## src/rtl/countdown_seq_ctrl_pkg.sv

```systemverilog
// Shared definitions for the countdown sequencer: run-state encodings and alarm defaults.
package countdown_pkg;

  typedef enum logic [1:0] {
    ST_IDLE  = 2'd0,
    ST_RUN   = 2'd1,
    ST_PAUSE = 2'd2,
    ST_DONE  = 2'd3
  } state_t;

  localparam int ALARM_CNT_W = 4;
  localparam logic [ALARM_CNT_W-1:0] ALARM_TICKS_DEFAULT = 4'd8;

endpackage

```

## src/rtl/countdown_seq_ctrl_debounce.sv

```systemverilog
// Button conditioner: two-flop synchronizer, stability-count debounce and
// rising-edge detect producing a single-cycle press pulse.
module btn_debounce #(
  parameter int DEB_W = 16,
  parameter logic [DEB_W-1:0] DEB_CYCLES = 16'd50000
) (
  input  logic clk,
  input  logic reset,
  input  logic btn,
  output logic press
);

  localparam logic [DEB_W-1:0] DEB_LAST = DEB_CYCLES - DEB_W'(1);

  logic             sync_meta;
  logic             sync_lvl;
  logic             level;
  logic             level_d;
  logic [DEB_W-1:0] stable_cnt;

  // Bring the asynchronous button into the clk domain.
  always_ff @(posedge clk or negedge reset) begin
    if (!reset) begin
      sync_meta <= 1'b0;
      sync_lvl  <= 1'b0;
    end else begin
      sync_meta <= btn;
      sync_lvl  <= sync_meta;
    end
  end

  // Accept a new level only after it has differed from the old one for DEB_CYCLES cycles in a row.
  always_ff @(posedge clk or negedge reset) begin
    if (!reset) begin
      level      <= 1'b0;
      stable_cnt <= '0;
    end else if (sync_lvl != level) begin
      if (stable_cnt == DEB_LAST) begin
        level      <= sync_lvl;
        stable_cnt <= '0;
      end else begin
        stable_cnt <= stable_cnt + DEB_W'(1);
      end
    end else begin
      stable_cnt <= '0;
    end
  end

  // Registered 0->1 detect on the accepted level gives a clean one-cycle press.
  always_ff @(posedge clk or negedge reset) begin
    if (!reset) begin
      level_d <= 1'b0;
      press   <= 1'b0;
    end else begin
      level_d <= level;
      press   <= level & ~level_d;
    end
  end

endmodule

```

## src/rtl/countdown_seq_ctrl.sv

```systemverilog
// Run-state sequencer for the BCD countdown: start/pause/reload control,
// count-enable gating, reload strobes and the end-of-count alarm blink.
module countdown_seq_ctrl
  import countdown_pkg::*;
#(
  parameter int DEB_W = 16,
  parameter logic [DEB_W-1:0] DEB_CYCLES = 16'd50000,
  parameter logic [ALARM_CNT_W-1:0] ALARM_TICKS = ALARM_TICKS_DEFAULT
) (
  input  logic       clk,
  input  logic       reset,
  input  logic       tick,
  input  logic       btn_start,
  input  logic       btn_load,
  input  logic       cnt_zero,
  output logic       cnt_en,
  output logic       cnt_load,
  output logic       disp_blank,
  output logic       alarm,
  output logic [1:0] state
);

  state_t                 state_q;
  state_t                 state_d;
  logic                   start_p;
  logic                   load_p;
  logic                   load_req;
  logic                   enter_done;
  logic                   alarm_step;
  logic                   preset_q;
  logic                   cnt_load_q;
  logic                   alarm_q;
  logic                   blank_q;
  logic [ALARM_CNT_W-1:0] alarm_cnt_q;

  btn_debounce #(
    .DEB_W      (DEB_W),
    .DEB_CYCLES (DEB_CYCLES)
  ) u_deb_start (
    .clk   (clk),
    .reset (reset),
    .btn   (btn_start),
    .press (start_p)
  );

  btn_debounce #(
    .DEB_W      (DEB_W),
    .DEB_CYCLES (DEB_CYCLES)
  ) u_deb_load (
    .clk   (clk),
    .reset (reset),
    .btn   (btn_load),
    .press (load_p)
  );

  // Run-state register.
  always_ff @(posedge clk or negedge reset) begin
    if (!reset) begin
      state_q <= ST_IDLE;
    end else begin
      state_q <= state_d;
    end
  end

  // Next state and strobes; reload beats start, and start beats tick.
  always_comb begin
    state_d    = state_q;
    cnt_en     = 1'b0;
    load_req   = 1'b0;
    enter_done = 1'b0;
    alarm_step = 1'b0;
    if (load_p) begin
      state_d  = ST_IDLE;
      load_req = 1'b1;
    end else begin
      case (state_q)
        ST_IDLE: begin
          if (start_p) state_d = ST_RUN;
        end
        ST_RUN: begin
          if (start_p) begin
            state_d = ST_PAUSE;
          end else if (tick) begin
            if (cnt_zero) begin
              state_d    = ST_DONE;
              enter_done = 1'b1;
            end else begin
              cnt_en = 1'b1;
            end
          end
        end
        ST_PAUSE: begin
          if (start_p) state_d = ST_RUN;
        end
        ST_DONE: begin
          if (start_p || (alarm_cnt_q == ALARM_TICKS)) begin
            state_d  = ST_IDLE;
            load_req = 1'b1;
          end else if (tick) begin
            alarm_step = 1'b1;
          end
        end
        default: state_d = ST_IDLE;
      endcase
    end
  end

  // Reload strobe (including the one-shot preset after reset) and alarm blink bookkeeping.
  always_ff @(posedge clk or negedge reset) begin
    if (!reset) begin
      preset_q    <= 1'b1;
      cnt_load_q  <= 1'b0;
      alarm_q     <= 1'b0;
      blank_q     <= 1'b0;
      alarm_cnt_q <= '0;
    end else begin
      preset_q   <= 1'b0;
      cnt_load_q <= load_req | preset_q;
      if (load_req) begin
        alarm_q <= 1'b0;
        blank_q <= 1'b0;
      end else if (enter_done) begin
        alarm_q     <= 1'b0;
        blank_q     <= 1'b0;
        alarm_cnt_q <= '0;
      end else if (alarm_step) begin
        alarm_q     <= ~alarm_q;
        blank_q     <= ~alarm_q;
        alarm_cnt_q <= alarm_cnt_q + ALARM_CNT_W'(1);
      end
    end
  end

  assign cnt_load   = cnt_load_q;
  assign alarm      = alarm_q;
  assign disp_blank = blank_q;
  assign state      = state_q;

endmodule

```

## config.mk

```make
export PLATFORM = sky130hd
export DESIGN_NAME = countdown_seq_ctrl
export DESIGN_NICKNAME = d
export VERILOG_FILES = /design/src/rtl/countdown_seq_ctrl_pkg.sv /design/src/rtl/countdown_seq_ctrl_debounce.sv /design/src/rtl/countdown_seq_ctrl.sv
export SDC_FILE = /design/constraint.sdc
export NUM_CORES = 1
export LEC_CHECK = 0
export ABC_CLOCK_PERIOD_IN_PS = 2400
export BUFFER_PORTS_ARGS = -buffer_cell sky130_fd_sc_hd__clkbuf_2
export CAP_MARGIN = 20
export CELL_PAD_IN_SITES_DETAIL_PLACEMENT = 1
export CELL_PAD_IN_SITES_GLOBAL_PLACEMENT = 1
export CORE_MARGIN = 3
export CORE_UTILIZATION = 52
export CTS_BUF_LIST = sky130_fd_sc_hd__clkbuf_4 sky130_fd_sc_hd__clkbuf_8 sky130_fd_sc_hd__clkbuf_16
export CTS_CLUSTER_SIZE = 20
export DETAILED_ROUTE_END_ITERATION = 7
export PLACE_DENSITY_LB_ADDON = 0.1
export SLEW_MARGIN = 5
export SYNTH_ARGS = -nofsm -noshare
export SYNTH_HDL_FRONTEND = slang
export SYNTH_HIERARCHICAL = 1
export SYNTH_SLANG_ARGS = --single-unit
```

## constraint.sdc

```tcl
create_clock -name clk -period 2.4 [get_ports clk]
set_clock_uncertainty 0.05 [all_clocks]
set_input_delay 0.12 -clock clk [delete_from_list [all_inputs] [get_ports clk]]
set_output_delay 0.12 -clock clk [all_outputs]
set_load 0.01 [all_outputs]
```

==> Word-level counts from Yosys, hierarchy flattened <==
Cells that the tools add are included.
{ "word_totals": {"word_cells": 81, "reg_bits": 51, "output_inout_bits": 6} }
{ "op_classes": {"n_addsub": 3, "muxes": 33, "bitwise_logic": 7, "reduce_logical": 9, "n_eq_ne": 12} }
{ "ops": {"columns": ["op", "n"], "rows": [
  ["$mux 16", 4],
  ["$add 16x1->16 const B", 2],
  ["$eq 16x16->1 const B", 2],
  ["$mux 1", 20],
  ["$mux 2", 6],
  ["$mux 4", 2],
  ["$ne 4x2->1 const B", 2],
  ["$pmux 2 s3", 1],
  ["$reduce_and 2->1", 3],
  ["$add 4x1->4 const B", 1],
  ["$eq 2x2->1 const B", 2],
  ["$eq 4x4->1 const B", 1],
  ["$not 1->1", 4],
  ["$reduce_and 4->1", 1],
  ["$ne 3x1->1 const B", 1],
  ["$ne 3x2->1 const B", 1],
  ["$reduce_bool 3->1", 1],
  ["$and 1x1->1", 2],
  ["$eq 2x1->1 const B", 1],
  ["$logic_not 2->1", 1],
  ["$ne 1x1->1", 2],
  ["$reduce_bool 2->1", 1],
  ["$reduce_or 2->1", 1],
  ["$logic_or 1x1->1", 1],
  ["$or 1x1->1", 1]
]} }

==> Longest topological paths before layout <==
{ "depth": {"word_depth": 8, "depth_mapped": 6} }

==> Hierarchy <==
Netlist, hierarchy kept.
{ "modules_own_cells": {"columns": ["module", "seq_area_each_um2", "instances", "cells_per_inst", "area_each_um2"], "rows": [
  ["btn_debounce", 525.5, 2, 86, 993.5],
  ["countdown_seq_ctrl", 226.5, 1, 54, 528.0]
]} }

==> Worst setup path after synthesis <==
OpenSTA, ideal clock, no wires.
{ "synth_timing": {"kind": "register to register", "start": "register u_deb_load.stable_cnt[0]", "end": "register u_deb_load.level", "period_less_slack_ps": 1465, "t_required_ps": 2225, "setup_slack_ps": 935, "arrival_time_ps": 1290, "n_path_buf": 0, "stages_incl_launch_ff": 5, "cell_sequence": "dfrtp_1 ha_1 and3_1 nand4_1 mux2_2"} }
{ "synth_between": {"elab_chain_cells": 2} }
{ "synth_rtl": {"columns": ["item", "line", "text"], "rows": [
  ["start, declared", "countdown_seq_ctrl_debounce.sv:19", "logic [DEB_W-1:0] stable_cnt;"],
  ["start signal, assigned", "countdown_seq_ctrl_debounce.sv:42", "stable_cnt <= stable_cnt + DEB_W'(1);"],
  ["$eq 16x16->1", "countdown_seq_ctrl_debounce.sv:38", "if (stable_cnt == DEB_LAST) begin"],
  ["$reduce_and 2->1 (no source line)", null, null],
  ["end signal, assigned", "countdown_seq_ctrl_debounce.sv:39", "level <= sync_lvl;"],
  ["end, declared", "countdown_seq_ctrl_debounce.sv:17", "logic level;"]
]} }
No other way between the ends.
A chain may end at the register's enable or synchronous reset.

==> Final worst setup path <==
{ "layout_timing": {"start": "register u_deb_start.press", "end": "output cnt_en"} }
{ "layout_between": {"elab_chain_cells": 3} }
{ "layout_rtl": {"columns": ["item", "line", "text"], "rows": [
  ["start, declared", "countdown_seq_ctrl_debounce.sv:10", "output logic press"],
  ["start signal, assigned", "countdown_seq_ctrl_debounce.sv:56", "press <= level & ~level_d;"],
  ["$mux 1", "countdown_seq_ctrl.sv:81", "if (start_p) begin"],
  ["$mux 1", "countdown_seq_ctrl.sv:76", "case (state_q)"],
  ["$mux 1", "countdown_seq_ctrl.sv:72", "if (load_p) begin"],
  ["end, declared", "countdown_seq_ctrl.sv:16", "output logic cnt_en,"]
]} }
No other way between the ends.

==> results.txt <==
outcome: finished clean
final hold viol count: 0
post-synth net total: 236
min-delay src: cnt_zero
fmax: 566 MHz
final WL: 5010 µm
Die Ht: 75.5 µm
Async S/R FF share, synth: 100%
hold_ws: 0.225 ns
Post-Syn Area per Cell: 11.1 µm²
# diodes: 0
violation count after the first detailed-routing iteration: 51
CTS max path bufs: 2
worst-margin pin slew: 0.692 ns
Reg clk slew, reported paths: 0.09 ns
RR Endpoint: u_deb_start/stable_cnt[2]
share of cells above drive strength 1: 20.6%
Pwr Density: 573 nW/µm²
die width: 75.5 µm
CP arrival: 1.60 ns
HPWL Detailed: 3550 µm
Total Neg Setup Slack: 0 ns
Synth Warn #: 6
Setup-failing EPs final: 0
Crit Path Class: flip-flop to output port
Max-slew headroom: 53.8%
Hold WC Path Type: input port to flip-flop
Final Cycle Share: 73.6%
Storage cell area: 1280 µm²
CP required: 2.23 ns
largest family of logic cells by synthesized area: simple AND/OR/NAND/NOR gates
H-tree depth: 2
fin crit period: 1.77 ns
Crit. End Element: output port
fin cells: 299
placed cells: 288
XOR/XNOR Fraction of Synth Area: 10.8%
sequential cell area fraction in the yosys report: 50.8%
area leader, netlist: dfrtp_1
vias in the first global route: 1,809
largest net degree at the start of global routing: 29
first-pass GRT wire length: 8630 µm
row count: 24
max_cap viols: 0
mux contribution to synthesized area: 2.09%
gr usage total: 19.9%
Via density: 5.66
worst vdd ir: 347 µV
Post-Syn Instances: 226
# Post-CTS Setup Buffers: 0
Total Nets Final: 256
post-synthesis cell area: 2510 µm²
clock tree sinks: 51
top cell type's share of synthesized area: 49.8%
worst-case reg-to-reg path depth: 5
Hold Path End: state[1]
hold depth: 4
R2R Path Start: u_deb_start/stable_cnt[0]
area grow syn2layout: 10.2%
CTS tree: done
first-pass detailed-route iteration total: 2
wire per inst: 16.8 µm
cell with the most instances after synthesis: dfrtp_1
area of the core: 4500 µm²
Residual DRC: 0
Die ar.: 5710 µm²
Yosys reg bits: 51
antenna violations before repair: 0
Post-synth EDFFs: 0
Layout fillers: 482
Multi-input gate area: 1170 µm²
Pleak: 0.00115 µW
CP startpoint: u_deb_start/press
Final Wtd Congestion: 0.856
critical path launch point type: flip-flop
cts bufs inserted: 5
placed inst area: 2620 µm²
clk_lat worst skew: 0.30 ns
vias after detailed routing: 1,691
reg-to-reg setup timing slack: 0.68 ns
Netlist cell types: 41
cell area after layout: 2770 µm²
GRT overflow: 0
list of most frequent post-synthesis cells: 50 x dfrtp_1, 30 x nor2_1, 24 x xnor2_1
Synth Area in Compound Gates: 3.03%
RSZ-0062 raised after global routing: false
Ports: 12
Simple-Gate Fraction of Synth Area: 28.3%
top cells by area in the synthesized netlist: dfrtp_1 50%, xnor2_1 8.4%, nor2_1 4.5%, nor4_2 4.0%, xor2_1 2.4%
ys flop type: dfrtp_1
Max Transition Viols Final: 0
number of nets with antenna violations after routing: 0
Crit Path Max Fanout: 8
Adder-Cell Fraction of Synth Area: 1.99%
initial core utilization: 55.8%
CTS root buf: clkbuf_8
Buffers on Ports: 11
==> metrics by stage <==
stage | util [%] | setup WS [ns] | power [µW]
6_report | 61.5 | 0.632 | 1590
4_1_cts | 61.5 | 0.635 | 1610
3_5_place_dp | 58.2 | 0.632 | 980
5_1_grt | 61.5 | 0.502 | 1660
2_1_floorplan | - | 0.935 | 943
3_3_place_gp | 58.2 | 0.770 | 973
==> power breakdown <==
part,internal [µW],switching [µW]
Clock,343,280
Sequential,876,16.3
Combinational,26.7,47.2
==> state kept, by name (all words and copies together) (netlist names) <==
register                count
u_deb_start/sync_lvl        1
u_deb_load/sync_lvl         1
u_deb_start/level           1
u_deb_start/press           1
u_deb_load/press            1
preset_q                    1
u_deb_start/stable_cnt     16
u_deb_load/level_d          1
alarm_cnt_q                 4
u_deb_start/level_d         1
u_deb_load/stable_cnt      16
u_deb_load/level            1
cnt_load                    1
u_deb_start/sync_meta       1
disp_blank                  1
u_deb_load/sync_meta        1
state                       2
==> critical path: stages, from the launching register on <==
cell and delay, ns:
dfrtp_1 0.47, or3b_4 0.49, nor3_1 0.19, clkbuf_2 0.16
==> placed cells by master (no fill, tap or decap), types with 4 or more instances in the layout <==
| master | netlist | routed |
|---|---|---|
| inv_1 | 11 | 11 |
| nor3_1 | 12 | 12 |
| xor2_1 | 7 | 7 |
| nor4_2 | 8 | 8 |
| nor2_2 | 6 | 6 |
| and3_1 | 4 | 4 |
| clkbuf_2 | 0 | 11 |
| dfrtp_1 | 50 | 50 |
| nand3_1 | 11 | 11 |
| clkbuf_8 | 0 | 6 |
| o21ai_0 | 4 | 4 |
| ha_1 | 4 | 4 |
| xnor2_1 | 24 | 24 |
| nand4_1 | 5 | 5 |
| nor2_1 | 30 | 30 |
| nor4b_1 | 4 | 4 |
| nand2_1 | 7 | 7 |
==> cells by family (layout without fill, tap and decap cells) <==
| group | count (synthesis) | count (layout) |
|---|---|---|
| simple gates | 108 | 108 |
| flops | 51 | 51 |
| xor+xnor | 31 | 31 |
| buf+inv | 14 | 35 |
| compound gates | 12 | 12 |
| mux | 5 | 5 |
| fa+ha+maj | 4 | 4 |
| other cells | 1 | 1 |
==> timing repair <==
item / in CTS / in global routing
hold buffers: 3 / 0
gates resized for setup: 0 / 0
endpoints found under the hold margin: 28 / 0
==> how the worst max path moves through the flow <==
stage          slack (ns)                         to  depth (start not counted)
5_1_grt              0.50  u_deb_load/stable_cnt[11]                          4
6_report             0.63                     cnt_en                          3
2_1_floorplan        0.94           u_deb_load/level                          4
3_5_place_dp         0.63  u_deb_load/stable_cnt[11]                          4
4_1_cts              0.64                     cnt_en                          3
3_3_place_gp         0.77   u_deb_load/stable_cnt[2]                          4
==> per-layer routing <==
layer  up-vias  part of all wire (%)  GRT usage [%]
met1       849                    47           25.4
met4         0                  0.98           5.44
met2        17                    50           34.4
li1        821                     -              -
met5         -                     0              0
met3         4                   2.1           4.09
==> layout make-up <==
cell class | count | share of cell area [%]
Multi-Input combinational cell | 161 | 42.1
Tap cell | 52 | 2.35
Clock buffer | 6 | 2.98
Inverter | 11 | 1.49
Clock inverter | 2 | 1.40
Sequential cell | 51 | 46.1
Timing Repair Buffer | 16 | 3.61
No activity file was read; power rests on OpenSTA's default activity.
